===== src/rtl/dram_channel_client.sv =====
// Per-channel DRAM burst initiator: issues a command word on the write stream, then either
// forwards write data from a source stream or collects read data into a show-ahead FIFO.
//   state | meaning
//   IDLE  | waiting for a burst request (req_ready high)
//   CMD   | presenting the command word (tuser=1) until accepted
//   WDATA | passing source words through to the write stream
//   RDATA | collecting read responses into the FIFO
module dram_channel_client #(
  parameter int RD_FIFO_DEPTH    = 32,
  parameter int AF_MARGIN        = 12,
  parameter int SMALLPILE_THRESH = 4
) (
  input  logic         clk_in,
  input  logic         rst_in,
  input  logic         req_valid,
  output logic         req_ready,
  input  logic [26:0]  req_addr,
  input  logic [26:0]  req_length,
  input  logic         req_wen,
  input  logic [127:0] src_data,
  input  logic         src_valid,
  output logic         src_ready,
  output logic [127:0] sink_data,
  output logic         sink_valid,
  input  logic         sink_ready,
  output logic [127:0] write_axis_data,
  output logic         write_axis_tuser,
  output logic         write_axis_valid,
  output logic         write_axis_smallpile,
  input  logic         write_axis_ready,
  input  logic [127:0] read_axis_data,
  input  logic         read_axis_tuser,
  input  logic         read_axis_valid,
  output logic         read_axis_af,
  output logic         read_axis_ready,
  output logic         busy,
  output logic         done,
  output logic         overflow_err,
  output logic         stray_err
);

  localparam int AW = $clog2(RD_FIFO_DEPTH);
  localparam logic [AW:0]   CNT_FULL = (AW+1)'(RD_FIFO_DEPTH);
  localparam logic [AW:0]   CNT_AF   = (AW+1)'(RD_FIFO_DEPTH - AF_MARGIN);
  localparam logic [AW:0]   CNT_ONE  = (AW+1)'(1);
  localparam logic [AW-1:0] PTR_ONE  = AW'(1);
  localparam logic [26:0]   SP_LVL   = 27'(SMALLPILE_THRESH);

  typedef enum logic [1:0] {S_IDLE, S_CMD, S_WDATA, S_RDATA} state_t;

  state_t        state_q, state_d;
  logic [26:0]   addr_q, addr_d, len_q, len_d, rem_q, rem_d;
  logic          wen_q, wen_d, done_q, done_d;
  logic          rd_take;

  logic [127:0]  mem_q [RD_FIFO_DEPTH];
  logic [AW-1:0] wptr_q, rptr_q;
  logic [AW:0]   cnt_q, cnt_d;
  logic          af_q, ovf_q, stray_q;
  logic          fifo_full, push, pop;

  logic unused_tuser;
  assign unused_tuser = read_axis_tuser;

  always_comb begin
    state_d              = state_q;
    addr_d               = addr_q;
    len_d                = len_q;
    wen_d                = wen_q;
    rem_d                = rem_q;
    done_d               = 1'b0;
    rd_take              = 1'b0;
    req_ready            = (state_q == S_IDLE) && !done_q;
    src_ready            = 1'b0;
    write_axis_valid     = 1'b0;
    write_axis_tuser     = 1'b0;
    write_axis_data      = '0;
    write_axis_smallpile = 1'b0;
    case (state_q)
      S_IDLE: begin
        if (req_valid && req_ready) begin
          addr_d = req_addr;
          len_d  = req_length;
          wen_d  = req_wen;
          rem_d  = req_length;
          if (req_length == '0) done_d = 1'b1;
          else                  state_d = S_CMD;
        end
      end
      S_CMD: begin
        write_axis_valid = 1'b1;
        write_axis_tuser = 1'b1;
        write_axis_data  = {73'd0, addr_q, len_q, wen_q};
        if (write_axis_ready) state_d = wen_q ? S_WDATA : S_RDATA;
      end
      S_WDATA: begin
        write_axis_valid     = src_valid;
        write_axis_data      = src_data;
        src_ready            = write_axis_ready;
        write_axis_smallpile = (rem_q <= SP_LVL);
        if (src_valid && write_axis_ready && rem_q != '0) begin
          rem_d = rem_q - 27'd1;
          if (rem_q == 27'd1) begin
            done_d  = 1'b1;
            state_d = S_IDLE;
          end
        end
      end
      S_RDATA: begin
        rd_take = read_axis_valid;
        if (read_axis_valid && rem_q != '0) begin
          rem_d = rem_q - 27'd1;
          if (rem_q == 27'd1) begin
            done_d  = 1'b1;
            state_d = S_IDLE;
          end
        end
      end
      default: state_d = S_IDLE;
    endcase
  end

  // A pop in the same cycle frees the slot, so a full FIFO can still accept.
  assign fifo_full  = (cnt_q == CNT_FULL);
  assign sink_valid = (cnt_q != '0);
  assign sink_data  = mem_q[rptr_q];
  assign pop        = sink_valid && sink_ready;
  assign push       = rd_take && (!fifo_full || pop);

  always_comb begin
    cnt_d = cnt_q;
    if (push && !pop)      cnt_d = cnt_q + CNT_ONE;
    else if (!push && pop) cnt_d = cnt_q - CNT_ONE;
  end

  always_ff @(posedge clk_in) begin
    if (rst_in) begin
      state_q <= S_IDLE;
      addr_q  <= '0;
      len_q   <= '0;
      wen_q   <= 1'b0;
      rem_q   <= '0;
      done_q  <= 1'b0;
      wptr_q  <= '0;
      rptr_q  <= '0;
      cnt_q   <= '0;
      af_q    <= 1'b0;
      ovf_q   <= 1'b0;
      stray_q <= 1'b0;
    end else begin
      state_q <= state_d;
      addr_q  <= addr_d;
      len_q   <= len_d;
      wen_q   <= wen_d;
      rem_q   <= rem_d;
      done_q  <= done_d;
      cnt_q   <= cnt_d;
      af_q    <= (cnt_d >= CNT_AF);
      if (push) wptr_q <= wptr_q + PTR_ONE;
      if (pop)  rptr_q <= rptr_q + PTR_ONE;
      if (rd_take && fifo_full && !pop)               ovf_q   <= 1'b1;
      if (read_axis_valid && state_q != S_RDATA)      stray_q <= 1'b1;
    end
  end

  always_ff @(posedge clk_in) begin
    if (push) mem_q[wptr_q] <= read_axis_data;
  end

  assign read_axis_af    = af_q;
  assign read_axis_ready = 1'b1;
  assign busy            = (state_q != S_IDLE);
  assign done            = done_q;
  assign overflow_err    = ovf_q;
  assign stray_err       = stray_q;

endmodule

===== config.mk =====
export PLATFORM = sky130hd
export DESIGN_NAME = dram_channel_client
export DESIGN_NICKNAME = d
export VERILOG_FILES = /design/src/rtl/dram_channel_client.sv
export SDC_FILE = /design/constraint.sdc
export NUM_CORES = 2
export LEC_CHECK = 0
export BUFFER_PORTS_ARGS = -buffer_cell sky130_fd_sc_hd__clkbuf_2
export CAP_MARGIN = 10
export CORE_MARGIN = 2
export CORE_UTILIZATION = 50
export DETAILED_ROUTE_END_ITERATION = 16
export PLACE_DENSITY = 0.68
export SLEW_MARGIN = 20
export SYNTH_ARGS = -nofsm -noshare
export SYNTH_HDL_FRONTEND = slang
export SYNTH_SLANG_ARGS = --single-unit

===== constraint.sdc =====
create_clock -name clk_in -period 16.56 [get_ports clk_in]
set_clock_uncertainty 0.1 [all_clocks]
set_input_delay 2.484 -clock clk_in [delete_from_list [all_inputs] [get_ports clk_in]]
set_output_delay 2.484 -clock clk_in [all_outputs]
set_load 0.05 [all_outputs]

* Word level (Yosys, flattened, before mapping)
Memory sizes are Yosys's and may differ from the RTL's. A register that Yosys moved wholly into a read port is not among the register bits. Cells that the tools add are included.
Storage, ports and cells: output and inout port bits 268, input port bits 319, memories 1, bits in writable memories 4096, register bits after elaboration 104, logic and storage cells 87
Memories:
- mem_q | words 32, width 128, rd ports 1, clocked after Yosys merged registers in 1, write ports 1, line 56 | logic [127:0] mem_q [RD_FIFO_DEPTH];
Cells by class: magnitude comparators 2, reduce and logical (&&, ||, !) cells 26, mux-type cells 30, add/sub/neg operators 5, eq/ne operators 11
Operator list (count):
- $pmux 128 s2 | 1
- $mux 27 | 3
- $pmux 27 s3 | 1
- $eq 27x1->1 const B | 1
- $le 27x3->1 const B | 1
- $logic_not 27->1 | 1
- $reduce_bool 27->1 | 1
- $sub 27x1->27 const B | 1
- $logic_and 1x1->1 | 12
- $mux 1 | 12
- $mux 2 | 6
- $mux 6 | 2
- $add 5x1->5 const B | 2
- $mux 5 | 2
- $ne 2x2->1 const B | 5
- $pmux 2 s4 | 1
- $add 6x1->6 const B | 1
- $eq 6x6->1 const B | 1
- $ge 6x5->1 const B | 1
- $reduce_bool 6->1 | 1
- $sub 6x1->6 const B | 1
- $reduce_and 5->1 | 1
- $eq 2x2->1 const B | 2
- $logic_not 1->1 | 4
- 10 further kinds | 10

* Depth between registers and ports, before layout
word-level depth 9, depth in mapped cells 11, mapped depth without buffers 8

* Least setup slack after synthesis
Ideal clock, no wire load.
path kind input -> register, from in sink_ready, to mem mem_q[22][0], enable pin, setup time 0.617 ns, buffers on the path 1, required time 15.843 ns, setup slack 7.239 ns, arrival 8.604 ns, stages 5, path through inv_1 > a31oi_1 > clkbuf_1 > nand2_1 > nor2_1
Between the ends: longest elaborated chain between the ends 5
RTL lines:
- start, declared | line 25 | input logic sink_ready,
- $logic_and 1x1->1 | line 127 | assign pop = sink_valid && sink_ready;
- $logic_or 1x1->1 | line 128 | assign push = rd_take && (!fifo_full || pop);
- $logic_and 1x1->1 | line 128
- $mux 1 | line 167 | if (push) mem_q[wptr_q] <= read_axis_data;
- $mux 1 (implied by the code) | line 167
- end, declared | line 56
Every way passes these cells.

==> metrics list <==
- The run finished with clean final reports.
* Number of sinks on the clock net: ~4,200
- Count of cell types in the netlist: a little under 60
- For this run, design rule violations remaining after detail routing come to 0.
* Number of instances in the synthesized netlist: approximately 6,700
- The detail route stage leaves a number of antenna-violating nets equal to 0.
- Overflow after GRT: 0
- The initialized floorplan defines ~210 standard-cell rows.
* EDFF count, synth: 4,096
- The region available for standard cell placement spans around 0.32 mm^2.
- Most common flop cell mapped by yosys: edfxtp_1
* Avg WL per Cell: 35.4 um
- Aggregate routed wire length: 433,000 um
- The number of antenna violations at the first check in global routing was 104.
* Global-route wire length before repair: 605,000 um
- Total placed instance area: 0.170 mm^2
- The number of global-route vias before repair is roughly 77,000.
- Htree depth: 5
* Buffer count from post-CTS setup fixing: 0
- Syn_nets: slightly above 7,000
- Post-CTS resize count: 0
* Average instance area after synthesis: 24.0 um^2
- For this run, the total global-route usage over all layers was measured as a little over a quarter.
- For the pin with the worst max-slew slack, the measured transition is around 1.3 ns.
* Die Span Y: between 500 and 600 um
* Post-synthesis instance area: ~0.16 mm^2
* Max-slew headroom at the worst pin: between 10% and 20%
* Crit path max fanout: 111
* CTS Buffer Depth: 4
- Clock-pin slew was measured on the worst setup and hold paths at ~0.06 ns.
- Static timing analysis puts the maximum clock frequency at about 110 MHz.
* Total die area: 0.327 mm^2
- Vias/cell: roughly 6.3
- Endpoint arrival time on the critical path: around 6.3 ns
* Number of placed instances with taps included: around 11,000
- Signed area change from the synthesized netlist to the final layout: 14.2%
* Hold-fix buffers at CTS: 0
* Critical Path End Type: primary output
- The pre-antenna-repair detailed-routing pass consisted of 6 iterations.
- Final non-filler cell total: around 12,000
* Maximum capacitance violations: 0
* Last weighted congestion value of the routability-driven placer: around 0.98
* Fraction of final layout cells sized beyond drive strength 1: between 30% and 40%
- Counting flops with an async set or reset pin after synthesis yields a share of 0%.
* Peak ir drop on the vdd network: roughly 0.00012 V
- The number of slew-limit violations in the final report is 0.
* Fraction of the yosys area taken by sequential cells: roughly 80%
- Most frequent standard cell in the layout excluding fill and tap cells: edfxtp_1
- The critical path is of the flip-flop to primary output type.
- The number of clock buffers added by TritonCTS is approximately 420.
- Entering global routing, the biggest net connects 156 pins.
- Initial Util: 50.2%
- The worst hold path belongs to the class flip-flop to flip-flop.
- Required time at the worst-slack endpoint: 13.98 ns
- In this run the static leakage power is 56.4 nW.
- In this run, the number of DRC markers left after iteration 0 of detailed routing was 11,100.
- Leaving out fill and tap cells, the most frequent cells in the layout are 4,096 x edfxtp_1, 1,280 x mux4_2, 583 x clkbuf_2.
* Final core occ: a little under three fifths
- At the later pin of the worst-skew pair, clock insertion delay measures approximately 0.97 ns.
- Count of state elements after synthesis: 4,205
- Clock tree from TritonCTS: built
- Floorplan die width: between 500 and 600 um
* Number of ports placed on the die boundary: between 500 and 600
* Post-route cell area: between 0.15 and 0.2 mm^2
* Final net count: about 7,800
* Input/output buffers: about 600
- Library cell used as clock root buffer: clkbuf_16
- Setup repair after global routing left no endpoint under its margin.
- The worst path needs approximately 9 ns of the cycle, external delays included.
* Post-DP HPWL: ~220,000 um
* Total number of vias: between 70,000 and 80,000
* Final setup fails: 0
* Startpoint types: flip-flop
* Crit share post-route: roughly 54%
- The final-report hold violation count came to 0.
- Final-layout setup total negative slack: 0 ns
- The Yosys step of the flow raised 0 warnings.
- Power per cell area: between 100 and 150 mW/mm^2
==> cells by family after synthesis <==
family	synth area share, %
xor gates and xnor gates	0.0653
DFF	77.8
and+or+nand+nor	1.41
buffers and inverters	0.942
adders and majority gates	0.117
AOI/OAI and AO/OA	0.890
muxes	18.8
other	0.00233
==> through the flow <==
step                      setup WS [ns]  hold WS, ns  power, mW
after floorplan                    7.24        0.337       15.5
after global placement             8.52        0.343       16.7
after detailed placement           8.50        0.347       16.7
after CTS                          7.43        0.358       26.3
after global routing               7.12        0.373       26.9
final                              7.68        0.357       26.1
==> final cells by class <==
class	count	area (um^2)
clock buffers	503	11000
multi-input cells	2120	34600
fillers	22700	137000
well taps	4305	5390
flip-flops and latches	4205	125000
clock inverters	265	2970
inverters	14	52.6
repair buffers	739	4430
diodes	92	230
==> final timing paths <==
path              cells past startpoint        from       endpoint  slack, ns
setup / recovery                      7   flip-flop  sink_data[30]       7.68
setup reg to reg                      8  state_q[1]  mem_q[18][61]      11.16
hold / removal                        2   len_q[19]      len_q[19]       0.36
hold reg to reg                       2   len_q[19]      len_q[19]       0.36
==> per-layer routing <==
metal,global-route usage [%],wire length (um)
met1,35.8,160000
met2,42.5,213000
met3,6.23,41600
met4,11.4,18600
met5,0,478
==> registers in the layout, indices dropped and copies added, names as in the netlist, 2 cells and up, named ones only <==
name and flops:
mem_q 4096, addr_q 27, len_q 27, rem_q 27, cnt_q 6, rptr_q 5, wptr_q 5, state_q 2
==> critical path: stages, from the launching register on <==
cell and delay, ns:
dfxtp_4 0.94, buf_4 0.85, buf_4 0.81, buf_12 0.77
mux4_2 0.61, mux4_2 0.48, mux2_2 0.37, clkbuf_2 0.27
==> where the power goes <==
group	internal [mW]	leakage, nW	switching [mW]
Combinational	2.03	11.9	2.61
Clock	5.64	6.81	3.98
Sequential	11.7	37.7	0.0942
==> cells in the mapped netlist (3+ instances only) <==
library cell | n | area share [%]
edfxtp_1 | 4096 | 76
mux4_2 | 1280 | 18
clkbuf_1 | 291 | 0.68
nand2_1 | 161 | 0.38
mux2_2 | 128 | 0.90
dfxtp_1 | 109 | 1.4
a21oi_1 | 97 | 0.30
and2_1 | 78 | 0.30
nor2_1 | 77 | 0.18
nor2b_1 | 59 | 0.23
a22oi_1 | 56 | 0.26
buf_2 | 39 | 0.12
buf_1 | 36 | 0.084
nor3_1 | 17 | 0.053
ha_1 | 15 | 0.12
o21ai_0 | 15 | 0.047
inv_1 | 14 | 0.033
nor4_1 | 14 | 0.054
nand3_1 | 8 | 0.025
nand4_1 | 8 | 0.031
o21ai_1 | 8 | 0.025
or3_1 | 8 | 0.031
xor2_1 | 8 | 0.044
a31oi_1 | 6 | 0.023
a211oi_1 | 4 | 0.019
a21o_1 | 4 | 0.019
a32o_1 | 4 | 0.025
nand3b_1 | 4 | 0.019
o21a_1 | 4 | 0.019
o32ai_1 | 4 | 0.022
or2_2 | 4 | 0.016
xnor2_1 | 4 | 0.022
a31o_2 | 3 | 0.016
a32oi_1 | 3 | 0.016
and3_1 | 3 | 0.012
buf_6 | 3 | 0.021
mux2i_1 | 3 | 0.019
nand2b_1 | 3 | 0.012
o211ai_1 | 3 | 0.014
o31ai_1 | 3 | 0.014
No activity file was read; power rests on OpenSTA's default activity.
